<file path="config.mk">
export PLATFORM = sky130hd
export DESIGN_NAME = pe_result_drain_flat
export DESIGN_NICKNAME = d
export VERILOG_FILES = /design/src/rtl/pe_result_drain_if.sv /design/src/rtl/pe_result_drain.sv /design/src/flat_wrapper.sv
export SDC_FILE = /design/constraint.sdc
export NUM_CORES = 1
export LEC_CHECK = 0
export ABC_AREA = 1
export CAP_MARGIN = 25
export CELL_PAD_IN_SITES_DETAIL_PLACEMENT = 1
export CELL_PAD_IN_SITES_GLOBAL_PLACEMENT = 2
export CORE_UTILIZATION = 26
export CTS_CLUSTER_SIZE = 16
export DETAILED_ROUTE_END_ITERATION = 10
export PLACE_DENSITY = 0.73
export SLEW_MARGIN = 30
export SYNTH_ARGS = -nofsm -noshare
export SYNTH_HDL_FRONTEND = slang
export SYNTH_SLANG_ARGS = --single-unit
</file>
<file path="constraint.sdc">
create_clock -name clk -period 2.88 [get_ports clk]
set_input_delay 0.576 -clock clk [delete_from_list [all_inputs] [get_ports clk]]
set_output_delay 0.576 -clock clk [all_outputs]
set_load 0.02 [all_outputs]
</file>
<file path="src/rtl/pe_result_drain_if.sv">
// rtl/pe_result_drain_if.sv - result stream interface between the PE result drain and its consumer
//
// Parameters: W result width, ROWS/COLS array shape (sets index widths).
// Signals:
//   res_data  [W]   current result word
//   res_valid       data, indices and last flag are valid
//   res_ready       consumer accepts the word this cycle
//   res_row   [RW]  row index of res_data
//   res_col   [CW]  column index of res_data
//   res_last        final word of a tile
// Modports: master (drain side), slave (consumer side).

interface pe_result_drain_if #(
  parameter int W    = 17,
  parameter int ROWS = 2,
  parameter int COLS = 2
);
  localparam int RW = (ROWS > 1) ? $clog2(ROWS) : 1;
  localparam int CW = (COLS > 1) ? $clog2(COLS) : 1;

  logic [W-1:0]  res_data;
  logic          res_valid;
  logic          res_ready;
  logic [RW-1:0] res_row;
  logic [CW-1:0] res_col;
  logic          res_last;

  modport master (
    output res_data,
    output res_valid,
    input  res_ready,
    output res_row,
    output res_col,
    output res_last
  );

  modport slave (
    input  res_data,
    input  res_valid,
    output res_ready,
    input  res_row,
    input  res_col,
    input  res_last
  );
endinterface

</file>
<file path="src/rtl/pe_result_drain.sv">
// rtl/pe_result_drain.sv - snapshots all PE results on completion and streams them out row-major
//
// Parameters: N MAC depth (result width W = N+15), ROWS, COLS array shape.
// Ports:
//   clk, rst    clock, asynchronous active-high reset
//   pe_out      flattened PE results, PE (r,c) at k = r*COLS+c, bits [k*W +: W]
//   pe_done     per-PE done flags, same index k
//   res         result stream (master modport of pe_result_drain_if)
//   busy        a snapshot is held and not yet fully drained
//   drain_done  one-cycle pulse after the last word transfers
//   overrun     sticky: a new completion arrived while draining
//   clear_err   synchronous clear of overrun

module pe_result_drain #(
  parameter int N    = 2,
  parameter int ROWS = 2,
  parameter int COLS = 2
) (
  input  logic                           clk,
  input  logic                           rst,
  input  logic [ROWS*COLS*(N+15)-1:0]    pe_out,
  input  logic [ROWS*COLS-1:0]           pe_done,
  pe_result_drain_if.master              res,
  output logic                           busy,
  output logic                           drain_done,
  output logic                           overrun,
  input  logic                           clear_err
);
  localparam int W  = N + 15;
  localparam int NW = ROWS * COLS;
  localparam int RW = (ROWS > 1) ? $clog2(ROWS) : 1;
  localparam int CW = (COLS > 1) ? $clog2(COLS) : 1;
  localparam int KW = (NW > 1) ? $clog2(NW) : 1;
  localparam logic [RW-1:0] ROW_MAX = RW'(ROWS - 1);
  localparam logic [CW-1:0] COL_MAX = CW'(COLS - 1);

  typedef enum logic {IDLE, DRAIN} state_t;

  state_t        state, state_nxt;
  logic          all_done, all_done_q, start, at_last;
  logic          capture, advance, finish;
  logic [W-1:0]  snap [NW];
  logic [RW-1:0] row;
  logic [CW-1:0] col;
  // Linear word index kept alongside row/col so the bank is addressed without a multiply.
  logic [KW-1:0] idx;

  assign all_done = &pe_done;
  assign start    = all_done & ~all_done_q;
  assign at_last  = (row == ROW_MAX) && (col == COL_MAX);

  always_ff @(posedge clk or posedge rst) begin
    if (rst) state <= IDLE;
    else     state <= state_nxt;
  end

  always_comb begin
    state_nxt = state;
    capture   = 1'b0;
    advance   = 1'b0;
    finish    = 1'b0;
    case (state)
      IDLE: begin
        if (start) begin
          state_nxt = DRAIN;
          capture   = 1'b1;
        end
      end
      DRAIN: begin
        if (res.res_ready) begin
          if (at_last) begin
            state_nxt = IDLE;
            finish    = 1'b1;
          end else begin
            advance = 1'b1;
          end
        end
      end
      default: state_nxt = IDLE;
    endcase
  end

  // Resets high so a done vector already high when reset lifts is not mistaken for a new tile.
  always_ff @(posedge clk or posedge rst) begin
    if (rst) all_done_q <= 1'b1;
    else     all_done_q <= all_done;
  end

  always_ff @(posedge clk or posedge rst) begin
    if (rst) begin
      row <= '0;
      col <= '0;
      idx <= '0;
    end else if (capture || finish) begin
      row <= '0;
      col <= '0;
      idx <= '0;
    end else if (advance) begin
      idx <= idx + KW'(1);
      if (col == COL_MAX) begin
        col <= '0;
        row <= row + RW'(1);
      end else begin
        col <= col + CW'(1);
      end
    end
  end

  always_ff @(posedge clk or posedge rst) begin
    if (rst) begin
      for (int k = 0; k < NW; k++) snap[k] <= '0;
    end else if (capture) begin
      for (int k = 0; k < NW; k++) snap[k] <= pe_out[k*W +: W];
    end
  end

  // A completion during DRAIN only flags the error; the held snapshot is left alone.
  always_ff @(posedge clk or posedge rst) begin
    if (rst) begin
      drain_done <= 1'b0;
      overrun    <= 1'b0;
    end else begin
      drain_done <= finish;
      if (start && (state == DRAIN)) overrun <= 1'b1;
      else if (clear_err)            overrun <= 1'b0;
    end
  end

  assign busy          = (state == DRAIN);
  assign res.res_valid = (state == DRAIN);
  assign res.res_data  = (state == DRAIN) ? snap[idx] : '0;
  assign res.res_row   = row;
  assign res.res_col   = col;
  assign res.res_last  = (state == DRAIN) && at_last;

endmodule

</file>
<file path="src/flat_wrapper.sv">
// flat-port wrapper written by rule: the top's interface ports become plain ports
module pe_result_drain_flat 
#(
  parameter int N    = 2,
  parameter int ROWS = 2,
  parameter int COLS = 2
)
  (clk, rst, pe_out, pe_done, busy, drain_done, overrun, clear_err, res_res_data, res_res_valid, res_res_ready, res_res_row, res_res_col, res_res_last);
  pe_result_drain_if #(.W((N + 15)), .ROWS(ROWS), .COLS(COLS)) res_i ();
  input  logic clk;
  input  logic rst;
  input  logic [ROWS*COLS*(N+15)-1:0] pe_out;
  input  logic [ROWS*COLS-1:0] pe_done;
  output logic busy;
  output logic drain_done;
  output logic overrun;
  input  logic clear_err;
  output wire logic [$bits(res_i.res_data)-1:0] res_res_data;
  output wire logic [$bits(res_i.res_valid)-1:0] res_res_valid;
  input wire logic [$bits(res_i.res_ready)-1:0] res_res_ready;
  output wire logic [$bits(res_i.res_row)-1:0] res_res_row;
  output wire logic [$bits(res_i.res_col)-1:0] res_res_col;
  output wire logic [$bits(res_i.res_last)-1:0] res_res_last;
  assign res_res_data = res_i.res_data;
  assign res_res_valid = res_i.res_valid;
  assign res_i.res_ready = res_res_ready;
  assign res_res_row = res_i.res_row;
  assign res_res_col = res_i.res_col;
  assign res_res_last = res_i.res_last;
  pe_result_drain #(.N(N), .ROWS(ROWS), .COLS(COLS)) u_core (.clk(clk), .rst(rst), .pe_out(pe_out), .pe_done(pe_done), .res(res_i), .busy(busy), .drain_done(drain_done), .overrun(overrun), .clear_err(clear_err));
endmodule
</file>
==> flow_summary.ini <==
[worst_setup_path]
crit_arrival_ns = 2.19
crit_family = buffers and inverters
crit_path_max_incr_delay_ns = 0.65
path_max_fanout = 9
rr_startpoint = u_core.busy
ff2ff_setup_slack_ns = 0.87
cp.required_ns = 2.30
path_buf_inv = 3
r2r_cells = 4
path_cells = clkinvlp_4 > buf_4 > nor2_1 > o21ai_0 > a21oi_1 > clkdlybuf4s50_1
worst_path_max_delay_cell = clkdlybuf4s50_1
regToRegEndpoint = u_core.snap[60]
worst-setup-path-type = reg -> out
cp-start-kind = register
cp-end-kind = primary output

[sta]
slew_headroom = 0.4940
period_share = 0.9614
rsz0062_at_grt = no
finalSetupTns_ns = 0
finalSetupViolCount = 0
drv_slew = 0
worst_slew_pin_slew_ns = 0.7582
skew_ns = 0.005122
finalHoldViolations = 0
post-route-min-period_ns = 2.769
fmax_mhz = 361.2

[placement]
hpwl_um = 7566
port_buffers = 99
place.gp.congestion = 0.7244
postPlaceCellArea_mm2 = 0.004920

[min_path]
whs_endpoint = u_core.snap[51]
hold_path.class = reg -> reg
hp-start = u_core.snap[51]
holdPathStages = 2

[pwr]
p_leak_nw = 2.464
switching_share = 0.3588
internal_power_w = 0.003075
power.density_mw_per_mm2 = 909.0
p_comb_frac = 0.382
vdd_drop_max_v = 0.0003696
p_seq_frac = 0.361
p_clk_frac = 0.257
p_switching_w = 0.001720

[drt]
ant_nets = 0
vias = 3090
drcViolationCount = 0
via_per_inst = 4.274
drt_wl_total_um = 10210
initialDrtViolationCount = 132
wl_per_cell_um = 14.13
dr.pass1.iters = 4

[clock_tree]
clk_path_buf_depth = 2
cts.sinks = 76
clkSlewWorstSetupHoldPaths_ns = 0.06
clk_latency_ns = 0.33
numCtsBuffers = 9
htreeDepth = 3
cts_hold_buf = 0
clock-root-buffer = clkbuf_16
tritoncts = done

[floorplan]
dieWidth_um = 122.3
initial_core_util = 0.2688
fp-row-count = 43
coreArea_mm2 = 0.01399
dieArea_mm2 = 0.01495
num_io_pins = 100
die_h_um = 122.3

[global_route]
grt_max_degree = 44
grt_pass1_wl_um = 16460
antenna_found_initial = 0
gr-total-overflow = 0
grt_pass1_vias = 3267
track_usage = 0.1453

[cells_and_area]
layout_commonest_cell = clkdlybuf4s50_1
areaGrowthSynthToFinish_pct = 40.30
antenna_cells = 0
drive_gt1_frac = 0.1326
multi_input_area_mm2 = 0.001359
layout.nets = 615
register_area_mm2 = 0.001906
final_cell_mix = 98 x clkdlybuf4s50_1, 77 x o21ai_0, 76 x inv_1, 73 x dfrtp_1, 62 x nand2_1
fill_cells = 1627
final_area_mm2 = 0.005275

[yosys]
syn_area_per_cell_um2 = 8.449
synth_xor_xnor_area_share = 0.002329
syn_area_mm2 = 0.003760
synthAdderAreaFrac = 0
synth_top_family_by_area = compound AO/OA/AOI/OAI gates
yosys_warnings = 0
synth_nets = 521
ys_seq_elements = 76
synth_compound_area_frac = 0.2047
ys_seq_area_frac = 0.5062
synth_mux_area_frac = 0
synth_cells = 445
synth.distinct_cells = 25
yosys.area_share.simple = 0.1544

[run]
cap_violations = 0

[outcome]
status = completed
-- worst min-delay path: stages (launching register included) --
cell     delay (ns)
dfrtp_1        0.34
nand2_1        0.05
o21ai_0        0.06
-- cell usage after synthesis --
cell type | number | area share
xor2_1 | 1 | 0.0023
a21oi_2 | 17 | 0.040
inv_2 | 1 | 0.0010
buf_1 | 1 | 0.0010
nand3_4 | 1 | 0.0047
o21ai_1 | 7 | 0.0093
nand4_1 | 1 | 0.0017
buf_6 | 9 | 0.027
buf_4 | 1 | 0.0020
dfrtp_1 | 75 | 0.50
a21oi_1 | 35 | 0.047
o21ai_2 | 2 | 0.0047
nor2_4 | 11 | 0.033
buf_2 | 7 | 0.0093
clkbuf_1 | 9 | 0.0090
dfstp_2 | 1 | 0.0070
buf_12 | 1 | 0.0053
or2_2 | 1 | 0.0017
o211ai_1 | 1 | 0.0020
nand3_1 | 3 | 0.0040
nor2_1 | 36 | 0.036
nand2_1 | 62 | 0.062
nor2_2 | 7 | 0.012
inv_1 | 78 | 0.078
o21ai_0 | 77 | 0.10
-- worst max path at each step --
stage	from	endpoint	depth (start not counted)
floorplan	rst	u_core.busy	1
global placement	u_core.idx[0]	res_res_data[16]	6
detailed placement	u_core.idx[0]	res_res_data[13]	6
CTS	u_core.idx[1]	res_res_data[13]	6
global route	u_core.busy	res_res_data[16]	3
finish	u_core.idx[1]	res_res_data[13]	6
-- per-stage QoR --
stage | cells | hold slack [ns] | setup WS, ns | utilization | total power [W]
floorplan | 445 | 0.4478 | 0.3673 | - | 0.002795
global placement | 705 | 0.4625 | 0.3910 | 0.3517 | 0.003514
detailed placement | 705 | 0.4688 | 0.3526 | 0.3517 | 0.003556
CTS | 723 | 0.4844 | 0.07786 | 0.3769 | 0.004844
global route | 723 | 0.5116 | 0.02056 | 0.3771 | 0.005140
finish | 723 | 0.4812 | 0.1112 | 0.3771 | 0.004795
-- registers in the layout, summed over array words and instances (netlist names) --
register            cells
u_core.all_done_q       1
u_core.busy             1
u_core.drain_done       1
u_core.idx              2
u_core.overrun          1
u_core.res.res_col      1
u_core.res.res_row      1
u_core.snap            68
-- kinds of logic after synthesis --
family | Yosys count
AO/OA/AOI/OAI | 139
XOR/XNOR | 1
buffers and inverters | 107
flip-flops | 76
AND/OR/NAND/NOR | 122
-- per-layer routing --
layer	part of all wire	global-route usage	wire (um)	vias up
met5	0	0	0	-
met4	0.015	0.05335	157	0
met3	0.038	0.02602	388	12
met2	0.48	0.2391	4914	60
met1	0.47	0.1900	4753	1447
li1	-	-	-	1571
-- cell type report --
class | count | area share
multi-input combinational | 262 | 0.2576
sequential | 76 | 0.3612
clock inverter | 4 | 0.01376
inverter | 79 | 0.05716
tap | 180 | 0.04269
timing repair buffer | 111 | 0.2196
clock buffer | 11 | 0.04791
-- power by group through the flow --
| stage | clock network, W | registers, W | logic (W) |
|---|---|---|---|
| finish | 0.00123 | 0.00173 | 0.00183 |
| global route | 0.00131 | 0.00178 | 0.00205 |
| CTS | 0.00125 | 0.00173 | 0.00186 |
| detailed placement | 0 | 0.00175 | 0.00180 |
| global placement | 0 | 0.00175 | 0.00176 |
| floorplan | 0 | 0.00166 | 0.00114 |
-- timing repair --
action,CTS,global route
pin swaps,0,0
resized for setup,2,1
setup endpoints to repair,1,1
setup buffers,3,0
No activity file was read; power rests on OpenSTA's default activity.
